[src/rtl/regfile_test_monitor.sv]
// Self-check monitor for the single-cycle CPU: snoops register-file writes and the
// commit stream, tracks the sub-test id, and reports a registered pass/fail verdict.
module regfile_test_monitor #(
    parameter int          XLEN         = 32,
    parameter int          TEST_ID_REG  = 1,
    parameter logic [31:0] CHECK_MASK   = 32'h80000000,
    parameter int          MEM_WORDS    = 256,
    parameter int          MAX_CYCLES   = 100000,
    parameter int          STOP_ON_FAIL = 0
) (
    input  logic            clk,
    input  logic            reset,
    input  logic            instr_valid,
    input  logic [31:0]     instr,
    input  logic [XLEN-1:0] pc,
    input  logic            wb_en,
    input  logic [4:0]      wb_addr,
    input  logic [XLEN-1:0] wb_data,
    output logic [XLEN-1:0] test_id,
    output logic [XLEN-1:0] first_fail_id,
    output logic [15:0]     fail_count,
    output logic [31:0]     cycle_count,
    output logic [1:0]      state,
    output logic            done,
    output logic            pass,
    output logic            timeout
);

    typedef enum logic [1:0] {
        ST_IDLE = 2'b00,
        ST_RUN  = 2'b01,
        ST_PASS = 2'b10,
        ST_FAIL = 2'b11
    } state_t;

    localparam logic [4:0]      TID_ADDR  = 5'(TEST_ID_REG);
    localparam logic [XLEN-3:0] MEM_LIMIT = (XLEN-2)'(MEM_WORDS);
    localparam logic [31:0]     CYC_LIMIT = 32'(MAX_CYCLES - 1);
    localparam logic [31:0]     EBREAK    = 32'h00100073;

    function automatic logic [15:0] sat_inc16(input logic [15:0] v);
        return (v == 16'hFFFF) ? v : v + 16'd1;
    endfunction

    function automatic logic [31:0] sat_inc32(input logic [31:0] v);
        return (v == 32'hFFFFFFFF) ? v : v + 32'd1;
    endfunction

    state_t            state_r;
    logic [XLEN-1:0]   test_id_r;
    logic [XLEN-1:0]   first_fail_id_r;
    logic [15:0]       fail_count_r;
    logic [31:0]       cycle_count_r;
    logic              done_r;
    logic              pass_r;
    logic              timeout_r;

    logic              active_s;
    logic              tid_wr_s;
    logic              fail_ev_s;
    logic              halt_s;
    logic              limit_s;
    state_t            next_state_s;
    logic              next_timeout_s;
    logic [1:0]        pc_unused_s;

    assign pc_unused_s = pc[1:0];

    // Event decode: monitored cycle, id write, check-register violation, halt, timeout
    always_comb begin
        active_s  = 1'b0;
        if (state_r == ST_RUN) begin
            active_s = 1'b1;
        end else if (state_r == ST_IDLE) begin
            active_s = instr_valid;
        end else begin
            active_s = 1'b0;
        end
        tid_wr_s  = wb_en && (wb_addr == TID_ADDR) && (wb_addr != 5'd0);
        fail_ev_s = wb_en && (wb_addr != 5'd0) && CHECK_MASK[wb_addr]
                    && (wb_data != {XLEN{1'b0}});
        halt_s    = instr_valid && ((instr == EBREAK) || (pc[XLEN-1:2] >= MEM_LIMIT));
        limit_s   = (cycle_count_r == CYC_LIMIT);
    end

    // Verdict selection for a monitored cycle; stop-on-fail beats halt beats timeout
    always_comb begin
        next_state_s   = ST_RUN;
        next_timeout_s = 1'b0;
        if (fail_ev_s && (STOP_ON_FAIL != 0)) begin
            next_state_s = ST_FAIL;
        end else if (halt_s) begin
            if ((fail_count_r != 16'd0) || fail_ev_s) begin
                next_state_s = ST_FAIL;
            end else begin
                next_state_s = ST_PASS;
            end
        end else if (limit_s) begin
            next_state_s   = ST_FAIL;
            next_timeout_s = 1'b1;
        end else begin
            next_state_s = ST_RUN;
        end
    end

    // Monitor state and statistics; everything freezes once a verdict is reached
    always_ff @(posedge clk) begin
        if (!reset) begin
            state_r         <= ST_IDLE;
            test_id_r       <= {XLEN{1'b0}};
            first_fail_id_r <= {XLEN{1'b0}};
            fail_count_r    <= 16'd0;
            cycle_count_r   <= 32'd0;
            done_r          <= 1'b0;
            pass_r          <= 1'b0;
            timeout_r       <= 1'b0;
        end else if (active_s) begin
            cycle_count_r <= sat_inc32(cycle_count_r);
            if (tid_wr_s) begin
                test_id_r <= wb_data;
            end else begin
                test_id_r <= test_id_r;
            end
            if (fail_ev_s) begin
                fail_count_r <= sat_inc16(fail_count_r);
                // fail_count never wraps to zero, so zero means no earlier failure
                if (fail_count_r == 16'd0) begin
                    first_fail_id_r <= test_id_r;
                end else begin
                    first_fail_id_r <= first_fail_id_r;
                end
            end else begin
                fail_count_r    <= fail_count_r;
                first_fail_id_r <= first_fail_id_r;
            end
            state_r   <= next_state_s;
            done_r    <= (next_state_s == ST_PASS) || (next_state_s == ST_FAIL);
            pass_r    <= (next_state_s == ST_PASS);
            timeout_r <= next_timeout_s;
        end else begin
            state_r         <= state_r;
            test_id_r       <= test_id_r;
            first_fail_id_r <= first_fail_id_r;
            fail_count_r    <= fail_count_r;
            cycle_count_r   <= cycle_count_r;
            done_r          <= done_r;
            pass_r          <= pass_r;
            timeout_r       <= timeout_r;
        end
    end

    assign test_id       = test_id_r;
    assign first_fail_id = first_fail_id_r;
    assign fail_count    = fail_count_r;
    assign cycle_count   = cycle_count_r;
    assign state         = state_r;
    assign done          = done_r;
    assign pass          = pass_r;
    assign timeout       = timeout_r;

endmodule
[config.mk]
export PLATFORM = sky130hd
export DESIGN_NAME = regfile_test_monitor
export DESIGN_NICKNAME = d
export VERILOG_FILES = /design/src/rtl/regfile_test_monitor.sv
export SDC_FILE = /design/constraint.sdc
export NUM_CORES = 1
export LEC_CHECK = 0
export ABC_AREA = 0
export BUFFER_PORTS_ARGS = -buffer_cell sky130_fd_sc_hd__buf_4
export CAP_MARGIN = 20
export CORE_ASPECT_RATIO = 1.25
export CORE_MARGIN = 2
export CORE_UTILIZATION = 48
export CTS_CLUSTER_SIZE = 10
export DETAILED_ROUTE_END_ITERATION = 8
export PLACE_DENSITY = 0.8
export SETUP_SLACK_MARGIN = 0.02
export SYNTH_ARGS = -nofsm -noshare
export SYNTH_HDL_FRONTEND = slang
export SYNTH_SLANG_ARGS = --single-unit
[constraint.sdc]
create_clock -name clk -period 2.23 [get_ports clk]
set_input_delay 0.223 -clock clk [delete_from_list [all_inputs] [get_ports clk]]
set_output_delay 0.223 -clock clk [all_outputs]
set_load 0.01 [all_outputs]
Word level (Yosys, flattened, before mapping)

Memory sizes are Yosys's and may differ from the RTL's.
Cells that the tools add are included.

Reduce and logical (&&, ||, !) cells: 18
$add $sub $neg: 2
Equal/unequal tests: 8
Bitwise logic cells: 2
Mux-type cells: 8
Magnitude comparators: 2

Operator list:

| operator                                                    | count |
|---|---|
| adder 32 x 1 -> 32 bit (second input constant)              | 1 |
| == test 32 x 17 -> 1 bit (second input constant)            | 1 |
| == test 32 x 21 -> 1 bit (second input constant)            | 1 |
| == test 32 bit (second input constant)                      | 1 |
| nonzero test 32 bit                                         | 1 |
| >= comparator 30 x 9 -> 1 bit (second input constant)       | 1 |
| adder 16 x 1 -> 16 bit (second input constant)              | 1 |
| == test 16 bit (second input constant)                      | 1 |
| zero test 16 bit                                            | 1 |
| nonzero test 16 bit                                         | 1 |
| logical AND 1 bit                                           | 6 |
| less-than comparator 5 x 6 -> 1 bit (second input constant) | 1 |
| 2-to-1 mux 1 bit                                            | 6 |
| AND reduction 3 bit                                         | 2 |
| == test 5 x 1 -> 1 bit (second input constant)              | 1 |
| nonzero test 5 bit                                          | 1 |
| == test 2 bit (second input constant)                       | 2 |
| 2-to-1 mux 2 bit                                            | 2 |
| AND reduction 2 bit                                         | 2 |
| logical OR 1 bit                                            | 3 |
| == test 2 x 1 -> 1 bit (second input constant)              | 1 |
| zero test 2 bit                                             | 1 |
| inverter 1 bit                                              | 2 |

Memories: 1
Logic and storage cells: 49
Memory bits (read-only): 32
Register bits: 117
Input port bits: 105
Output and inout port bits: 117

Memories:

| memory           | words | width | rd ports | clocked after memory_dff | wr ports | line | source |
|---|---|---|---|---|---|---|---|
| (name not given) | 32    | 1     | 1        | 0                        | 0        | 80   | `fail_ev_s = wb_en && (wb_addr != 5'd0) && CHECK_MASK[wb_addr]` |

Longest topological paths before layout

Gate-level depths: netlist (run 1).

Depth after elaboration: 9
Gate-level depth with buffers: 9
Mapped depth without buffers: 6

Least setup slack after synthesis (run 1)

Ideal clock, no wire load.

Path type: register to register
Start: register cycle_count_r[0] (netlist: cycle_count[0])
End: register cycle_count_r[18] (netlist: cycle_count[18])
Library setup time: 70 ps
Arrival time: 1936 ps
Slack: 224 ps
Required time: 2160 ps
Cell stages (with the launch flop): 7
Period minus slack after synthesis: 2006 ps
Buffers on the path: 0
Cells stage by stage: dfxtp_1 ha_1 nand2_1 nor3_2 nand4b_1 or3_2 a21oi_1

Cells in the longest elaborated chain, start to end: 3
Elaborated cells between the ends (all ways): 4
Those cells by class: add/sub (1); eq/ne (1); bitwise (1); reduce/logical (1)

RTL lines:

| what                                                                           | line | source |
|---|---|---|
| from (decl)                                                                    | 53   | `logic [31:0] cycle_count_r;` |
| from (signal assigned)                                                         | 118  | `cycle_count_r <= sat_inc32(cycle_count_r);` |
| from (signal assigned)                                                         | 145  | `cycle_count_r <= cycle_count_r;` |
| parallel branches: the longest is 3 deep, another holds adder 32 x 1 -> 32 bit | n/a  |  |

Parallel ways; which one is timed is not known.
A chain may end at the register's enable or synchronous reset.

Worst setup path after layout (run 1)

Start: register cycle_count_r[18] (netlist: cycle_count[18])
End: register cycle_count_r[31] (netlist: cycle_count[31])

Same word-level chain as after synthesis.

==> key figures, run 1 <==
Run status
  • Status: complete, no violations

Global routing
  • Number of global-route vias before repair: between 5k and 6k
  • First-pass GRT wire length: ~27,000 um
  • Aggregate global routing overflow: 0
  • Number of antenna violations at the first check in global routing: 0
  • Largest net degree at the start of global routing: between 60 and 70
  • Total routing resource utilization after global routing: 0.2697

Timing
  • Final Hold Violating Endpoints: 0
  • Setup TNS Final: 0 ns
  • Max frequency: roughly 470 MHz
  • Worst setup skew after layout: around 0.0078 ns
  • Final worst path period share: 0.9588
  • Actual transition at the worst max-transition pin: 0.5199 ns
  • Number of pins with negative max-slew slack in the final report: 0
  • Number of endpoints failing setup at the final stage: 0
  • Fin crit period: about 2.1 ns
  • RSZ-0062 raised after global routing: no
  • Worst slew margin: 0.6534

Finish
  • Final std cell area, no fill: between 7000 and 8000 um2
  • Commonest non-fill, non-tap cell in the layout: buf_4
  • Commonest cells after routing, fill and taps aside: buf_4, nand2_1, dfxtp_1
  • Fraction of final layout cells sized beyond drive strength 1: 0.3178
  • Area of combinational cells with multiple inputs: 2859 um2
  • Number of fillers in the final layout: around 850
  • Final layout net count: between 900 and 1k
  • Relative area change from synthesis to final layout: 46.46%
  • Total area of sequential cells: between 2000 and 2500 um2
  • Antenna cell count: 0

Die
  • IO Count: roughly 220
  • Num rows: 43
  • Placeable core region: roughly 11,000 um2
  • Horizontal die dimension: between 90 and 100 um
  • Area of the die: between 10,000 and 15,000 um2
  • Die height: approximately 120 um
  • Initial core utilization: 0.4874

Clock tree
  • Clk Latency, worst-skew pair: ~0.4 ns
  • CTS root buf: clkbuf_16
  • CTS H-tree depth: 4
  • Maximum clock path buffer count: 2
  • Clock tree from TritonCTS: done
  • Total of hold buffers inserted after clock tree synthesis: 0
  • Clock transition at the register clock pins on the worst setup and hold paths after CTS: 0.06 ns
  • Inserted Clock Buffers: 17
  • Sinks on Clock Net: roughly 120

Route
  • Post-DR vias/cell: 5.785
  • Total wirelength of the detailed-routed design: approximately 17,000 um
  • Remaining antenna violation count after routing: 0
  • First drt pass iteration count: 4
  • Vias after detailed routing: approximately 6k
  • Post-route DRC: 0
  • Violation count after the first detailed-route iteration: 371
  • Avg WL per Cell: between 15 and 20 um

Critical path
  • Maximum net fanout on the critical path: 9
  • Crit path launch type: register
  • CP endpoint kind: register
  • Worst Setup Path Type: register to register
  • Worst endpoint required time: around 2.6 ns
  • Arrival time of data at the critical path endpoint: ~2.5 ns

Synthesis
  • Post-Syn Area per Cell: 7.999 um2
  • Yosys cell types: 51
  • Post-synth ARST share: 0
  • Sequential-to-total area share from yosys stat: 0.4358
  • Post-Syn Instances: 672
  • Number of flops mapped to enable cells by yosys: 0
  • Synth Register Bits: about 120
  • Mapped cell area: 5375 um2
  • Post-Syn Nets: 780
  • Predominant post-synthesis flop cell: dfxtp_1
  • Number of warnings reported in the yosys synthesis log: 0

Power
  • Total power consumption of the routed design: between 5000 and 6000 uW
  • Pwr Density: approximately 690 nW/um2
  • Leakage: 0.003079 uW
  • Maximum vdd ir drop: 0.5357 mV

Place
  • Post-detailed-placement cell area: between 7000 and 8000 um2
  • Count of input and output buffers: approximately 210
  • Final RePlAce weighted congestion: between 0.8 and 0.9
  • Final HPWL DP: about 12,000 um

Hold path
  • Hold crit path type: primary input to register

Flow run
  • # Max-Cap Violations: 0
## metrics by stage
step	hold slack, ns	setup WS (ns)	util	cells
floorplan	0.3590	0.2242	-	672
global placement	0.4564	0.2018	0.6532	1003
CTS	0.05468	0.1202	0.7133	1035
global route	0.06283	0.02479	0.7138	1035
finish	0.07202	0.09195	0.7138	1035
detailed placement	0.4637	0.1355	0.6532	1003
## state kept, by name, indices dropped and copies added (netlist names)
name	cells
cycle_count	32
first_fail_id	32
test_id	32
fail_count	16
state	2
done	1
pass	1
timeout	1
## power breakdown
group          switching (uW)  leakage (uW)  internal, uW
Sequential               15.5      0.000943          2100
Clock                    1010      0.000321          2030
Combinational             149       0.00181           158
Total                    1180       0.00308          4290
## path summary, 6_finish.rpt
| check | cells after the start | to | slack [ns] | from |
|---|---|---|---|---|
| setup reg to reg | 5 | cycle_count[31]$_SDFFE_PN0P_ | 0.09 | cycle_count[18]$_SDFFE_PN0P_ |
| hold reg to reg | 2 | first_fail_id[12]$_SDFFE_PN0P_ | 0.47 | first_fail_id[12]$_SDFFE_PN0P_ |
| setup / recovery | 5 | cycle_count[31]$_SDFFE_PN0P_ | 0.09 | cycle_count[18]$_SDFFE_PN0P_ |
| hold / removal | 3 | test_id[11]$_SDFFE_PN0P_ | 0.07 | wb_data[11] |
## final cells by class
class / count / share of cell area
Inverter: 8 / 0.003814
Timing Repair Buffer: 236 / 0.2298
Tap cell: 135 / 0.02146
Multi-Input combinational cell: 507 / 0.3632
Clock inverter: 14 / 0.02845
Clock buffer: 18 / 0.05579
Sequential cell: 117 / 0.2975
## critical path, cell delays in order, from the launching register on
cell,delay [ns]
dfxtp_1,0.49
nand4_2,0.19
or4_1,0.54
or3_4,0.43
nor4_2,0.18
mux2i_1,0.23
## logic make-up after synthesis
kind of cell	after synthesis	synth area share
AO/OA/AOI/OAI	144	0.1522
XOR/XNOR	3	0.004889
adder cells (fa/ha/maj)	3	0.006984
buffers and inverters	48	0.03771
flip-flops	117	0.4358
multiplexers	15	0.02793
AND/OR/NAND/NOR	342	0.3345
## routing by layer
metal	up-vias	routed length, um	track usage
li1	2896	-	-
met1	2768	6474	0.3072
met2	287	8575	0.4736
met3	36	1387	0.07574
met4	0	382	0.1147
met5	-	0	0
## cell usage after synthesis, drive strengths merged, types with 15 or more instances
master	n	share of area
nand3	62	0.058
dfxtp	117	0.44
mux2i	15	0.028
nand2	132	0.092
nor4	35	0.047
or4	19	0.027
nand4	22	0.027
a21oi	63	0.059
o21ai	51	0.047
clkbuf	28	0.020
nor2	15	0.010
or3	15	0.019
## timing repair
item / CTS / global route
endpoints found under the setup margin: 0 / 2
setup buffers: 0 / 0
gates resized for setup: 0 / 1
No activity file was read; power rests on OpenSTA's default activity.
==> inputs of run 2 (changes only) <==
--- a/config.mk
+++ b/config.mk
@@ -8,12 +8,14 @@
 export ABC_AREA = 0
 export BUFFER_PORTS_ARGS = -buffer_cell sky130_fd_sc_hd__buf_4
 export CAP_MARGIN = 20
-export CORE_ASPECT_RATIO = 1.25
+export CELL_PAD_IN_SITES_DETAIL_PLACEMENT = 0
+export CELL_PAD_IN_SITES_GLOBAL_PLACEMENT = 2
 export CORE_MARGIN = 2
-export CORE_UTILIZATION = 48
+export CORE_UTILIZATION = 26
 export CTS_CLUSTER_SIZE = 10
 export DETAILED_ROUTE_END_ITERATION = 8
-export PLACE_DENSITY = 0.8
+export GPL_ROUTABILITY_DRIVEN = 1
+export PLACE_DENSITY_LB_ADDON = 0.1
 export SETUP_SLACK_MARGIN = 0.02
 export SYNTH_ARGS = -nofsm -noshare
 export SYNTH_HDL_FRONTEND = slang
==> run 2 against run 1 <==
Clock power is 13% lower. Sequential share of layout area is 0.51 points lower. Design area up 1.9%. Cell count is 14% higher. Critical path type unchanged. Hold slack lost 0.012 ns. Register-to-register slack better by 0.06 ns. Setup slack gained 0.061 ns. Clock skew grew 0.0065 ns. Non-clock buffer count increased by 11. Wire length increased by 11%. Sequential power barely moved. Power fell by 7.0%.
==> key figures, run 2 (synthesized netlist as in run 1, its figures left out) <==
Critical path
  • Crit path launch type: register
  • Cells traversed along the worst timing path: nand2_1 > or3_1 > a311o_1 > or3_1 > a21oi_1
  • Maximum net fanout on the critical path: 8
  • Dominant cell type by count on the critical path: or3_1
  • CP max-delay cell: dfxtp_1
  • Worst Setup Path Type: register to register
  • Delay of the slowest cell on the worst path: approximately 0.47 ns
  • CP endpoint kind: register
  • Arrival time of data at the critical path endpoint: between 2 and 2.5 ns
  • Worst endpoint required time: approximately 2.6 ns

Route
  • Violation count after the first detailed-route iteration: between 200 and 250
  • Post-DR vias/cell: around 4.9
  • Remaining antenna violation count after routing: 0
  • Vias after detailed routing: 5,766
  • Total wirelength of the detailed-routed design: 18,690 um
  • Avg WL per Cell: around 16 um
  • Post-route DRC: 0
  • First drt pass iteration count: 5

Power
  • Combinational group share of total power: 0.061
  • Clock power frac: 0.523
  • Sw Pwr: between 1000 and 1500 uW
  • Pwr Density: roughly 630 nW/um2
  • Sw frac: 0.2492
  • Leakage: a little over 0.003 uW
  • Internal power consumption: ~3800 uW
  • Flop pwr share: 0.416
  • Maximum vdd ir drop: approximately 0.49 mV

Place
  • Post-detailed-placement cell area: 7443 um2
  • Count of input and output buffers: 211
  • Final RePlAce weighted congestion: about 0.79
  • Inst Count DP: around 1.1k
  • Final HPWL DP: roughly 14,000 um

Clock tree
  • CTS H-tree depth: 4
  • Inserted Clock Buffers: 17
  • Maximum clock path buffer count: 2
  • Clk Latency, worst-skew pair: roughly 0.42 ns
  • Clock transition at the register clock pins on the worst setup and hold paths after CTS: 0.07 ns
  • Sinks on Clock Net: roughly 120
  • Total of hold buffers inserted after clock tree synthesis: 0
  • CTS root buf: clkbuf_16
  • Clock tree from TritonCTS: done

Finish
  • Relative area change from synthesis to final layout: 49.26%
  • Antenna cell count: 0
  • Fraction of the core area covered by cells at the end of the flow: 0.3965
  • Final instance count without filler cells: ~1.2k
  • Final std cell area, no fill: ~8000 um2
  • Fraction of final layout cells sized beyond drive strength 1: 0.3293
  • Commonest cells after routing, fill and taps aside: buf_4, nand2_1, dfxtp_1
  • Number of fillers in the final layout: approximately 2.1k
  • Commonest non-fill, non-tap cell in the layout: buf_4
  • Final layout net count: a little over 1k

Die
  • Initial core utilization: 0.2656
  • Num rows: 52
  • Area of the die: approximately 22,000 um2
  • Horizontal die dimension: 147.8 um
  • IO Count: ~220
  • Placeable core region: 20,230 um2
  • Die height: about 150 um

Timing
  • Fin crit period: roughly 2.1 ns
  • Final worst path period share: 0.9316
  • RSZ-0062 raised after global routing: no
  • Actual transition at the worst max-transition pin: roughly 0.48 ns
  • Worst setup skew after layout: roughly 0.014 ns
  • Setup TNS Final: 0 ns
  • Worst slew margin: 0.6778
  • Final Hold Violating Endpoints: 0
  • Max frequency: roughly 480 MHz
  • Number of endpoints failing setup at the final stage: 0
  • Number of pins with negative max-slew slack in the final report: 0
  • Post-Route Hold Slack: ~0.06 ns

Hold path
  • Hold crit path type: primary input to register

Global routing
  • Aggregate global routing overflow: 0
  • Largest net degree at the start of global routing: 42
  • Number of global-route vias before repair: ~5.5k
  • First-pass GRT wire length: 29,530 um
  • Total routing resource utilization after global routing: 0.1703
  • Number of antenna violations at the first check in global routing: 0

Run status
  • Status: complete, no violations

Flow run
  • # Max-Cap Violations: 0
==> run 2: worst paths after layout <==
check	slack, ns	to	start	cells past startpoint
setup / recovery	0.15	cycle_count[19]$_SDFFE_PN0P_	cycle_count[0]$_SDFFE_PN0P_	5
hold / removal	0.06	test_id[15]$_SDFFE_PN0P_	wb_data[15]	3
setup reg to reg	0.15	cycle_count[19]$_SDFFE_PN0P_	cycle_count[0]$_SDFFE_PN0P_	5
hold reg to reg	0.46	timeout$_SDFFE_PN0P_	timeout$_SDFFE_PN0P_	2
==> run 2: cell type report <==
class | instances | area [um2] | share of cell area
Clock buffer | 17 | 425.4 | 0.05303
Clock inverter | 15 | 145.1 | 0.01809
Inverter | 8 | 30.03 | 0.003743
Multi-Input combinational cell | 507 | 2859 | 0.3564
Sequential cell | 117 | 2346 | 0.2924
Tap cell | 270 | 337.8 | 0.04211
Timing Repair Buffer | 247 | 1879 | 0.2342
==> run 2: timing repair <==
| action | in CTS | in global routing |
|---|---|---|
| resized for setup | 0 | 4 |
| endpoints found under the setup margin | 0 | 2 |
| buffers inserted | 0 | 0 |
==> run 2: routing by layer <==
metal | part of all wire | up-vias | global-route usage
li1 | - | 2924 | -
met1 | 0.44 | 2684 | 0.2122
met2 | 0.48 | 146 | 0.2793
met3 | 0.073 | 12 | 0.05772
met4 | 0.0089 | 0 | 0.05048
met5 | 0 | - | 0
==> run 2: metrics by stage <==
| stage | power (uW) | worst slack, ns |
|---|---|---|
| after floorplan | 2268 | 0.2242 |
| after global placement | 2470 | 0.1529 |
| after detailed placement | 2477 | 0.1289 |
| after CTS | 5171 | 0.1226 |
| after global routing | 5294 | 0.03381 |
| final | 5084 | 0.1525 |
==> run 2: critical path: cells and delay by family (launching register included) <==
family	cells	cell delay (ns)
flip-flops	1	0.47
AO/OA/AOI/OAI	2	0.60
AND/OR/NAND/NOR	3	0.94
==> run 2: power groups by stage <==
stage          Sequential (uW)  Clock (uW)  Combinational, uW
2_1_floorplan             2160           0                104
3_5_place_dp              2160           0                315
4_1_cts                   2120        2740                315
3_3_place_gp              2160           0                309
6_report                  2120        2660                310
5_1_grt                   2120        2840                337
==> inputs of run 3 (changes only) <==
--- a/config.mk
+++ b/config.mk
@@ -9,9 +9,9 @@
 export BUFFER_PORTS_ARGS = -buffer_cell sky130_fd_sc_hd__buf_4
 export CAP_MARGIN = 20
 export CELL_PAD_IN_SITES_DETAIL_PLACEMENT = 0
-export CELL_PAD_IN_SITES_GLOBAL_PLACEMENT = 2
+export CELL_PAD_IN_SITES_GLOBAL_PLACEMENT = 1
 export CORE_MARGIN = 2
-export CORE_UTILIZATION = 26
+export CORE_UTILIZATION = 31
 export CTS_CLUSTER_SIZE = 10
 export DETAILED_ROUTE_END_ITERATION = 8
 export GPL_ROUTABILITY_DRIVEN = 1
==> constraint.sdc (replaced) <==
create_clock -name clk -period 1.9 [get_ports clk]
set_input_delay 0.19 -clock clk [delete_from_list [all_inputs] [get_ports clk]]
set_output_delay 0.19 -clock clk [all_outputs]
set_load 0.01 [all_outputs]
==> run 3 against run 2 <==
The run now ends with negative setup slack left. Combinational power is 27% higher. Design area grew 6.1%. Critical endpoint is now cycle_count[25]$_SDFFE_PN0P_. Sequential power increased by 17%. Clock-buffer cell count unchanged. Sequential cell count unchanged. Cell count shrank 0.42%. Largest cell class unchanged. Clock skew is 0.0066 ns lower. Critical path type unchanged. Hold slack worse by 0.039 ns. Critical path depth unchanged.
==> key figures, run 3 (synthesized netlist as in run 1, its figures left out) <==
Place
  • Count of input and output buffers: 211
  • Final RePlAce weighted congestion: 0.8158
  • Final HPWL DP: 13,700 um
  • Inst Count DP: 1,140
  • Pre-CTS worst setup slack: -0.06158 ns

Global routing
  • Number of antenna violations at the first check in global routing: 0
  • Number of global-route vias before repair: between 5k and 6k
  • Total routing resource utilization after global routing: 0.2034
  • Aggregate global routing overflow: 0
  • Largest net degree at the start of global routing: 40
  • First-pass GRT wire length: 29,480 um

Route
  • Vias after detailed routing: around 6k
  • Remaining antenna violation count after routing: 0
  • Avg WL per Cell: 15.97 um
  • Post-DR vias/cell: ~5
  • First drt pass iteration count: 4
  • Total wirelength of the detailed-routed design: 18,780 um
  • Post-route DRC: 0
  • Violation count after the first detailed-route iteration: 380

Critical path
  • FF-to-FF setup slack: -0.02 ns
  • Delay of the slowest cell on the worst path: around 0.52 ns
  • Maximum net fanout on the critical path: 4
  • Arrival time of data at the critical path endpoint: roughly 2.3 ns
  • CP endpoint kind: register
  • Critical Path End: cycle_count[25]$_SDFFE_PN0P_
  • Endpoint of the lowest-slack register-to-register path: cycle_count[25]$_SDFFE_PN0P_
  • Crit path buf inv count: 0
  • Critical R2R Launch: cycle_count[21]$_SDFFE_PN0P_
  • Worst setup path start: cycle_count[21]$_SDFFE_PN0P_
  • Worst endpoint required time: around 2.3 ns
  • Cells traversed along the worst timing path: nand4_4 > or4_4 > or3_4 > nor4_4 > mux2i_1
  • Crit path launch type: register
  • Top cell family by delay on the critical path: simple AND/OR/NAND/NOR gates
  • Path length in cells of the critical path: 5
  • FF-to-FF path depth: 5
  • Worst Setup Path Type: register to register
  • CP max-delay cell: or4_4

Timing
  • RSZ-0062 raised after global routing: yes
  • Setup slack after layout: -0.02087 ns
  • Fin crit period: 1.921 ns
  • Post-Route Hold Slack: around 0.021 ns
  • Number of endpoints failing setup at the final stage: 3
  • Final worst path period share: 1.011
  • Actual transition at the worst max-transition pin: around 0.49 ns
  • Worst setup skew after layout: ~0.0077 ns
  • Final Hold Violating Endpoints: 0
  • Max frequency: between 500 and 600 MHz
  • Setup TNS Final: -0.05380 ns
  • Worst slew margin: 0.6681
  • Number of pins with negative max-slew slack in the final report: 0

Clock tree
  • CTS H-tree depth: 4
  • CTS root buf: clkbuf_16
  • Maximum clock path buffer count: 2
  • Clk Latency, worst-skew pair: roughly 0.42 ns
  • Inserted Clock Buffers: 17
  • Clock tree from TritonCTS: done
  • Sinks on Clock Net: between 100 and 150
  • Clock transition at the register clock pins on the worst setup and hold paths after CTS: 0.06 ns

Power
  • Pwr Density: roughly 690 nW/um2
  • Leakage: about 0.0033 uW
  • Maximum vdd ir drop: roughly 0.6 mV

Die
  • IO Count: ~220
  • Die height: around 140 um
  • Placeable core region: approximately 17,000 um2
  • Initial core utilization: 0.3140
  • Num rows: 48
  • Area of the die: between 15,000 and 20,000 um2
  • Horizontal die dimension: ~140 um

Finish
  • Commonest cells after routing, fill and taps aside: buf_4, nand2_1, dfxtp_1
  • Fraction of the core area covered by cells at the end of the flow: 0.4973
  • Commonest non-fill, non-tap cell in the layout: buf_4
  • Antenna cell count: 0
  • Final layout net count: 1,047
  • Fraction of final layout cells sized beyond drive strength 1: 0.4006
  • Final instance count without filler cells: ~1.2k
  • Relative area change from synthesis to final layout: 58.36%

Run status
  • Status: complete, but fails checks
  • Failing checks: negative setup slack

Hold path
  • Hold crit path type: primary input to register

Flow run
  • # Max-Cap Violations: 0
## run 3: cell count changes in the layout (fill, tap and decap cells not counted), sizes merged
cell	change
inv	-6
clkinv	+2
clkinvlp	+3
buf	+41
## run 3: how the worst min path moves through the flow
stage	start	end	depth (start not counted)
finish	wb_data[25]	test_id[25]$_SDFFE_PN0P_	3
global route	wb_data[2]	test_id[2]$_SDFFE_PN0P_	3
CTS	wb_data[25]	test_id[25]$_SDFFE_PN0P_	3
detailed placement	wb_data[25]	test_id[25]$_SDFFE_PN0P_	3
global placement	timeout$_SDFFE_PN0P_	timeout$_SDFFE_PN0P_	2
floorplan	wb_data[0]	test_id[0]$_SDFFE_PN0P_	2
## run 3: area by class of cell
| type | instances | area (um2) |
|---|---|---|
| timing repair buffer | 288 | 2228 |
| fill | 1726 | 8605 |
| clock inverter | 14 | 132.6 |
| multi-input combinational | 507 | 3034 |
| inverter | 8 | 30.03 |
| clock buffer | 17 | 425.4 |
| tap | 225 | 281.5 |
| sequential | 117 | 2380 |
## run 3: metal layers
| metal | vias up | track usage | wire length (um) |
|---|---|---|---|
| li1 | 3002 | - | - |
| met1 | 2873 | 0.2338 | 7734 |
| met2 | 151 | 0.3479 | 9360 |
| met3 | 27 | 0.06809 | 1330 |
| met4 | 0 | 0.08044 | 354 |
| met5 | - | 0 | 0 |
## run 3: what timing repair did
action / in CTS / in global routing
gates resized for setup: 12 / 38
hold buffers: 0 / 0
endpoints found under the hold margin: 0 / 0
pin swaps: 0 / 10
setup endpoints to repair: 14 / 69
cloned: 0 / 0
setup buffers: 1 / 4
## run 3: per-stage QoR
step	cell area (um2)	power [uW]
CTS	8358	5971
global placement	7730	2910
detailed placement	7730	2919
floorplan	5414	2663
finish	8512	5907
global route	8512	6123
## run 3: power by group
group | internal (uW) | switching [uW]
Combinational | 200 | 194
Clock | 1790 | 1250
Sequential | 2460 | 10.6
## run 3: tightest hold or removal path: stages
cell and delay [ns]:
buf_4 0.11, nand2_1 0.05, a21oi_1 0.05
